<file path="src/rtl/pwm_capture_monitor.sv">
// Multi-channel PWM capture: per-channel synchroniser, edge counting, period/high-time
// measurement and window checking with stuck-signal detection.
module pwm_capture_monitor #(
  parameter int unsigned CHANNELS    = 2,
  parameter int unsigned CNT_W       = 16,
  parameter int unsigned EDGES       = 5,
  parameter int unsigned SYNC_STAGES = 2
) (
  input  logic                      HCLK,
  input  logic                      HRESET,
  input  logic [CHANNELS-1:0]       pwm_in,
  input  logic                      start,
  input  logic [CNT_W-1:0]          min_period,
  input  logic [CNT_W-1:0]          max_period,
  input  logic [CNT_W-1:0]          min_high,
  input  logic [CNT_W-1:0]          max_high,
  output logic [CHANNELS-1:0]       done,
  output logic [CHANNELS-1:0]       pass,
  output logic                      any_fail,
  output logic [CHANNELS*8-1:0]     edge_count,
  output logic [CHANNELS*CNT_W-1:0] last_period,
  output logic [CHANNELS*CNT_W-1:0] last_high
);

  localparam logic [CNT_W-1:0] PCNT_MAX = '1;
  localparam logic [CNT_W-1:0] CNT_ONE  = CNT_W'(1);
  localparam logic [7:0]       EDGES_B  = 8'(EDGES);

  typedef enum logic [1:0] {
    ST_IDLE,
    ST_ARMED,
    ST_MEASURE,
    ST_DONE
  } state_t;

  for (genvar i = 0; i < int'(CHANNELS); i++) begin : g_ch
    logic [SYNC_STAGES-1:0] sync_q;
    logic                   prev_q;
    logic                   s;
    logic                   rise;
    logic                   fall;
    logic                   period_bad;
    logic                   high_bad;
    state_t                 state;
    logic [CNT_W-1:0]       pcnt;
    logic [CNT_W-1:0]       hcnt;
    logic                   fail_q;
    logic [7:0]             ecnt;
    logic [CNT_W-1:0]       lp;
    logic [CNT_W-1:0]       lh;
    logic                   done_q;
    logic                   pass_q;

    assign s          = sync_q[SYNC_STAGES-1];
    assign rise       = s & ~prev_q;
    assign fall       = ~s & prev_q;
    assign period_bad = (pcnt < min_period) || (pcnt > max_period);
    assign high_bad   = (hcnt < min_high) || (hcnt > max_high);

    // start takes priority over any edge in the same cycle, so that rise is dropped
    always_ff @(posedge HCLK) begin
      if (HRESET) begin
        sync_q <= '0;
        prev_q <= 1'b0;
        state  <= ST_IDLE;
        pcnt   <= '0;
        hcnt   <= '0;
        fail_q <= 1'b0;
        ecnt   <= '0;
        lp     <= '0;
        lh     <= '0;
        done_q <= 1'b0;
        pass_q <= 1'b0;
      end else begin
        sync_q <= {sync_q[SYNC_STAGES-2:0], pwm_in[i]};
        prev_q <= s;
        if (start) begin
          state  <= ST_ARMED;
          pcnt   <= '0;
          hcnt   <= '0;
          fail_q <= 1'b0;
          ecnt   <= '0;
          lp     <= '0;
          lh     <= '0;
          done_q <= 1'b0;
          pass_q <= 1'b0;
        end else begin
          case (state)
            ST_ARMED: begin
              if (rise) begin
                ecnt  <= 8'd1;
                pcnt  <= CNT_ONE;
                hcnt  <= CNT_ONE;
                state <= ST_MEASURE;
              end
            end
            ST_MEASURE: begin
              if (s) hcnt <= hcnt + CNT_ONE;
              if (fall) begin
                lh <= hcnt;
                if (high_bad) fail_q <= 1'b1;
              end
              if (rise) begin
                lp   <= pcnt;
                pcnt <= CNT_ONE;
                hcnt <= CNT_ONE;
                if (ecnt != 8'hFF) ecnt <= ecnt + 8'd1;
                if (period_bad) fail_q <= 1'b1;
                if (ecnt + 8'd1 == EDGES_B) begin
                  state  <= ST_DONE;
                  done_q <= 1'b1;
                  pass_q <= ~(fail_q | period_bad);
                end
              end else if (pcnt == PCNT_MAX) begin
                // no rise for a full counter span: signal stuck or absent
                state  <= ST_DONE;
                done_q <= 1'b1;
                pass_q <= 1'b0;
              end else begin
                pcnt <= pcnt + CNT_ONE;
              end
            end
            default: ;
          endcase
        end
      end
    end

    assign done[i]                    = done_q;
    assign pass[i]                    = pass_q;
    assign edge_count[i*8 +: 8]       = ecnt;
    assign last_period[i*CNT_W +: CNT_W] = lp;
    assign last_high[i*CNT_W +: CNT_W]   = lh;
  end

  // One cycle behind done/pass by construction
  always_ff @(posedge HCLK) begin
    if (HRESET) any_fail <= 1'b0;
    else        any_fail <= |(done & ~pass);
  end

endmodule

</file>
<file path="config.mk">
export PLATFORM = sky130hd
export DESIGN_NAME = pwm_capture_monitor
export DESIGN_NICKNAME = d
export VERILOG_FILES = /design/src/rtl/pwm_capture_monitor.sv
export SDC_FILE = /design/constraint.sdc
export NUM_CORES = 1
export LEC_CHECK = 0
export ABC_CLOCK_PERIOD_IN_PS = 4700
export CAP_MARGIN = 10
export CORE_ASPECT_RATIO = 1.25
export CORE_MARGIN = 5
export CORE_UTILIZATION = 45
export CTS_CLUSTER_DIAMETER = 100
export DETAILED_ROUTE_END_ITERATION = 6
export PLACE_DENSITY = 0.74
export SYNTH_ARGS = -nofsm -noshare
export SYNTH_HDL_FRONTEND = slang
export SYNTH_SLANG_ARGS = --single-unit
export TNS_END_PERCENT = 5
</file>
<file path="constraint.sdc">
create_clock -name HCLK -period 4.7 [get_ports HCLK]
set_clock_uncertainty 0.05 [all_clocks]
set_input_delay 0.94 -clock HCLK [delete_from_list [all_inputs] [get_ports HCLK]]
set_output_delay 0.94 -clock HCLK [all_outputs]
set_load 0.03 [all_outputs]
</file>
* Yosys cells after proc, flatten, opt, wreduce, memory -nomap -nowiden
Index checks and enable logic that the tools add are counted.
W data, S select, Z words.
** Word-level totals
- Bits of input ports :: 69
- Register bits after elaboration :: 161
- Word-level logic and storage cells :: 167
** Cells by class
- Muxes and demuxes :: 54
- Add/subtract/negate cells :: 6
- $lt $le $gt $ge :: 8
- Reduce and logical (&&, ||, !) cells :: 28
- Equal/unequal tests :: 32
- Bitwise gates (word level) :: 14
** Operator list (count)
- $mux W16 :: 10
- $pmux W16 S2 :: 4
- $add A16 B1 Y16 const B :: 4
- $gt A16 B16 Y1 :: 4
- $lt A16 B16 Y1 :: 4
- $mux W8 :: 6
- $eq A16 B16 Y1 const B :: 2
- $pmux W8 S2 :: 2
- $ne A3 B3 Y1 const B :: 10
- $reduce_and A4 Y1 :: 6
- $mux W1 :: 22
- $reduce_and A3 Y1 :: 6
- $add A8 B1 Y8 const B :: 2
- $eq A8 B3 Y1 const B :: 2
- $mux W2 :: 8
- $ne A4 B4 Y1 const B :: 4
- $ne A8 B8 Y1 const B :: 2
- $ne A2 B2 Y1 const B :: 6
- $pmux W2 S2 :: 2
- $reduce_and A2 Y1 :: 4
- $reduce_bool A2 Y1 :: 4
- $not A1 Y1 :: 6
- $reduce_bool A3 Y1 :: 2
- $and A1 B1 Y1 :: 4
- 8 further kinds :: 16

* Logic depth before layout (Yosys ltp)
- Depth in word-level cells :: 6
- Gate-level depth with buffers :: 8
- Gate-level depth less buffers :: 8

* Least setup slack after synthesis
OpenSTA, ideal clock, no wires.
- Path type :: in2reg
- From :: input port min_period[5]
- To :: register g_ch[0].pass_q
- Data required time :: 4534 ps
- Setup slack :: 2188 ps
- Arrival :: 2346 ps
- Stages :: 8
- Path through :: inv_1 > ha_1 > a211oi_1 > o21bai_1 > a211oi_1 > nor3_1 > o32a_1 > a31o_1
** On the way
- Cells in the longest elaborated chain, start to end :: 6
** Ends and longest elaborated chain
- from (decl) :: RTL line 13 : input logic [CNT_W-1:0] min_period,
- $lt A16 B16 Y1 :: RTL line 57 : assign period_bad = (pcnt < min_period) || (pcnt > max_period);
- $logic_or A1 B1 Y1 :: RTL line 57
- $or A1 B1 Y1 :: RTL line 112 : pass_q <= ~(fail_q | period_bad);
- $not A1 Y1 :: RTL line 112
- $mux W1 :: RTL line 109 : if (ecnt + 8'd1 == EDGES_B) begin
- $mux W1 :: RTL line 103 : if (rise) begin
- to (signal assigned) :: RTL line 112
- to (decl) :: RTL line 52 : logic pass_q;
No other way between the ends. The select of a mux whose other input is x is not followed.
A chain may end at the register's enable or synchronous reset.

* Worst setup path in the final report
- From :: register g_ch[1].sync_q[1]
- To :: register g_ch[1].ecnt[3]
** On the way
- Cells in the longest elaborated chain, start to end :: 3
** Ends and longest elaborated chain
- from (decl) :: RTL line 37 : logic [SYNC_STAGES-1:0] sync_q;
- from (signal assigned) :: RTL line 75 : sync_q <= {sync_q[SYNC_STAGES-2:0], pwm_in[i]};
- $and A1 B1 Y1 (*) :: RTL line 55 : assign rise = s & ~prev_q;
- $ne A2 B2 Y1 (no line)
- $reduce_and A4 Y1 (no line) (*)
- to (signal assigned) :: RTL line 107 : if (ecnt != 8'hFF) ecnt <= ecnt + 8'd1;
- to (decl) :: RTL line 48 : logic [7:0] ecnt;
Mark *: on every way between the ends. The rest lies on a longest branch, timed or not.

==> run metrics <==
Detail Placement HPWL 20.64 mm; fillers 2031; Comb pwr share 6.9%; initial core utilization 45.50%; H-tree Lvls 4; I/O Buffers 153; WL/cell 16.36 um; Reg-to-Reg End g_ch[1].ecnt[3]$_SDFFE_PP0P_; clock latency on the worst-skew pair 420 ps; post_cts resized 0; critical path class reg -> reg; switch share 22.95%; outcome finished, final reports clean; vias 9157; most common cell after layout, fill and taps aside nand2_1; met2 usage 37.94%; Ys Warns 0; final setup fails 0; Worst setup EP type register; Post-CTS Setup Inserts 0; syn_area_per_cell 8.013 um2; CP Launch Type register; Max clock buf depth 2; reg2reg path depth 6; Internal Power 2257 uW; synthesized instance count 1219; first-pass iteration count of the detailed router 5; first-pass GRT wire length 44.14 mm; Worst Setup EP g_ch[1].ecnt[3]$_SDFFE_PP0P_; Tightest Pin Transition 977.5 ps; Final Hold Viols 0; core footprint 21470 um2; CTS tree done; largest net degree at the start of global routing 60; Die Y 174.7 um; critical path fanouts, max 22; final net count 1553; io pins 154; reg2reg setup slack 1660 ps; final total power 2929 uW; synthesis-stage register bit count 161; synth unique cells 70; unrepaired setup endpoints after global routing false; Clock power frac 46.1%; met1 usage 26.33%; Die Span X 141.8 um; GRT busiest layer met2; FMAX 328.8 MHz; All-Layer GR Usage 21.70%; Root Driver clkbuf_16; Max Cap Viol 0; sequential power share 47.0%; non-filler cells, final 1643; syn_nets 1420; ratio of final minimum period to clock period 64.70%; Min-Delay Path Class reg -> reg; most frequent cells in the layout nand2_1, dfxtp_1, clkdlybuf4s50_1; fin crit period 3041 ps; die area 24770 um2; 1st-iter DRT viols 526; DR vias/cell 5.573; WP data arrival 3340 ps; fin. max-slew vios 0; Area growth syn-to-layout 23.58%; total CTS buffers 17; LEAKAGE 0.004673 uW; drt drc 0; Worst-path clk slew 60 ps; Cell Area, Synth 9768 um2; CTS Sinks 161; Async S/R FF share, synth 0%; Total Routed Length 26.88 mm; Setup TNS 0 ps; Worst IR Drop VDD 242.2 uV; PD cells 242.6 nW/um2; relative max-transition margin 34.67%; dominant synthesized flop cell dfxtp_1; Critical Path Start g_ch[1].sync_q[1]$_SDFF_PP0_; residual overflow from global routing 0; FP Rows 60; DP Cell Count 1611; vias in the first global route 9102; Antenna Violating Nets Remaining 0; layout cells sized above 1 3.595%; initial antenna violation count 1; RR Startpoint g_ch[1].sync_q[1]$_SDFF_PP0_; Switching Power 672.3 uW; Seq/Total Area, Yosys 33.00%; Critical Path RT 5000 ps; met3 usage 4.106%; CTS hold repair buffers 0; routability cong. 0.9800; Post-synth EDFFs 0
==> cell families after synthesis <==
logic type               synth area share (%)
multiplexers                           0.1025
AO/OA/AOI/OAI                           18.12
buffers and inverters                   5.124
AND/OR/NAND/NOR                         22.80
adder cells (fa/ha/maj)                 16.91
flip-flops                              33.00
XOR/XNOR                                3.945
==> through the flow <==
stage               utilization (%)  area [um2]  setup slack (ps)  hold WS (ps)
floorplan                         -        9768              2188         363.8
global route                  56.22       12070              1353         410.7
CTS                           56.18       12060              1725         386.8
global placement              53.49       11480              1482         371.4
detailed placement            53.49       11480              1384         373.1
finish                        56.22       12070              1659         382.8
==> worst max-delay path, stage by stage (launching register included) <==
cell     delay (ps)
dfxtp_1         460
nor2b_1         670
nand2_1         670
a31oi_1         680
nor2b_1         200
o21ai_0          90
a21oi_1         140
==> cell type report <==
class,count,area (um2),area share (%)
Timing Repair Buffer,158,1569,13.00
Multi-Input combinational cell,933,6047,50.09
Tap cell,279,349.1,2.892
Inverter,81,304.0,2.519
Sequential cell,161,3223,26.70
Antenna cell,1,2.502,0.02073
Clock inverter,11,133.9,1.109
Clock buffer,19,442.9,3.669
==> worst min path at each step <==
| stage | start | to | slack, ps | depth (start not counted) |
|---|---|---|---|---|
| 4_1_cts | g_ch[0].sync_q[0]$_SDFF_PP0_ | g_ch[0].sync_q[1]$_SDFF_PP0_ | 390 | 1 |
| 3_3_place_gp | g_ch[0].sync_q[0]$_SDFF_PP0_ | g_ch[0].sync_q[1]$_SDFF_PP0_ | 370 | 1 |
| 3_5_place_dp | g_ch[0].sync_q[0]$_SDFF_PP0_ | g_ch[0].sync_q[1]$_SDFF_PP0_ | 370 | 1 |
| 5_1_grt | g_ch[0].sync_q[0]$_SDFF_PP0_ | g_ch[0].sync_q[1]$_SDFF_PP0_ | 410 | 1 |
| 6_report | g_ch[0].sync_q[0]$_SDFF_PP0_ | g_ch[0].sync_q[1]$_SDFF_PP0_ | 380 | 1 |
| 2_1_floorplan | g_ch[0].sync_q[0]$_SDFF_PP0_ | g_ch[0].sync_q[1]$_SDFF_PP0_ | 360 | 1 |
==> layer usage <==
metal / vias to the layer above / wire (um) / share of wire [%]
met5: - / 0 / 0
met4: 0 / 703 / 2.6
met3: 51 / 1371 / 5.1
met2: 255 / 13330 / 50
met1: 4260 / 11480 / 43
li1: 4591 / - / -
==> flip-flops by register name, indices dropped and copies added, names as in the netlist <==
register	flops
g_ch.hcnt	32
g_ch.lh	32
g_ch.lp	32
g_ch.pcnt	32
g_ch.ecnt	16
g_ch.state	4
g_ch.sync_q	4
g_ch.done_q	2
g_ch.fail_q	2
g_ch.pass_q	2
g_ch.prev_q	2
any_fail	1
==> cells in the mapped netlist, drive strengths merged, types with 3 or more instances <==
library cell | count | area share [%]
nand4 | 38 | 2.5
nand3b | 6 | 0.46
and2 | 5 | 0.35
nor2b | 19 | 1.2
or3 | 9 | 0.58
o22ai | 5 | 0.32
o21ai | 52 | 2.7
a2111oi | 6 | 0.73
inv | 81 | 3.1
ha | 132 | 17
xnor2 | 15 | 1.3
or2 | 3 | 0.19
nor4 | 10 | 0.79
nor2 | 94 | 3.6
buf | 11 | 0.73
and4 | 7 | 0.63
a21oi | 135 | 7.0
nand2 | 190 | 7.3
xor2 | 29 | 2.6
o21a | 7 | 0.54
nor3 | 18 | 0.92
nand3 | 43 | 2.2
clkbuf | 33 | 1.3
a211oi | 17 | 1.3
nor3b | 3 | 0.23
o211ai | 3 | 0.23
nand2b | 6 | 0.38
and3 | 14 | 0.90
a311oi | 4 | 0.36
a31oi | 11 | 0.70
dfxtp | 161 | 33
o31ai | 4 | 0.45
o2111ai | 4 | 0.36
a21o | 11 | 0.85
nor4b | 3 | 0.27
==> power groups by stage <==
stage	clock, uW	sequential [uW]	combinational [uW]
3_3_place_gp	0	1410	196
2_1_floorplan	0	1400	107
6_report	1350	1380	203
3_5_place_dp	0	1410	200
5_1_grt	1440	1380	225
4_1_cts	1380	1380	202
No activity file was read; power rests on OpenSTA's default activity.
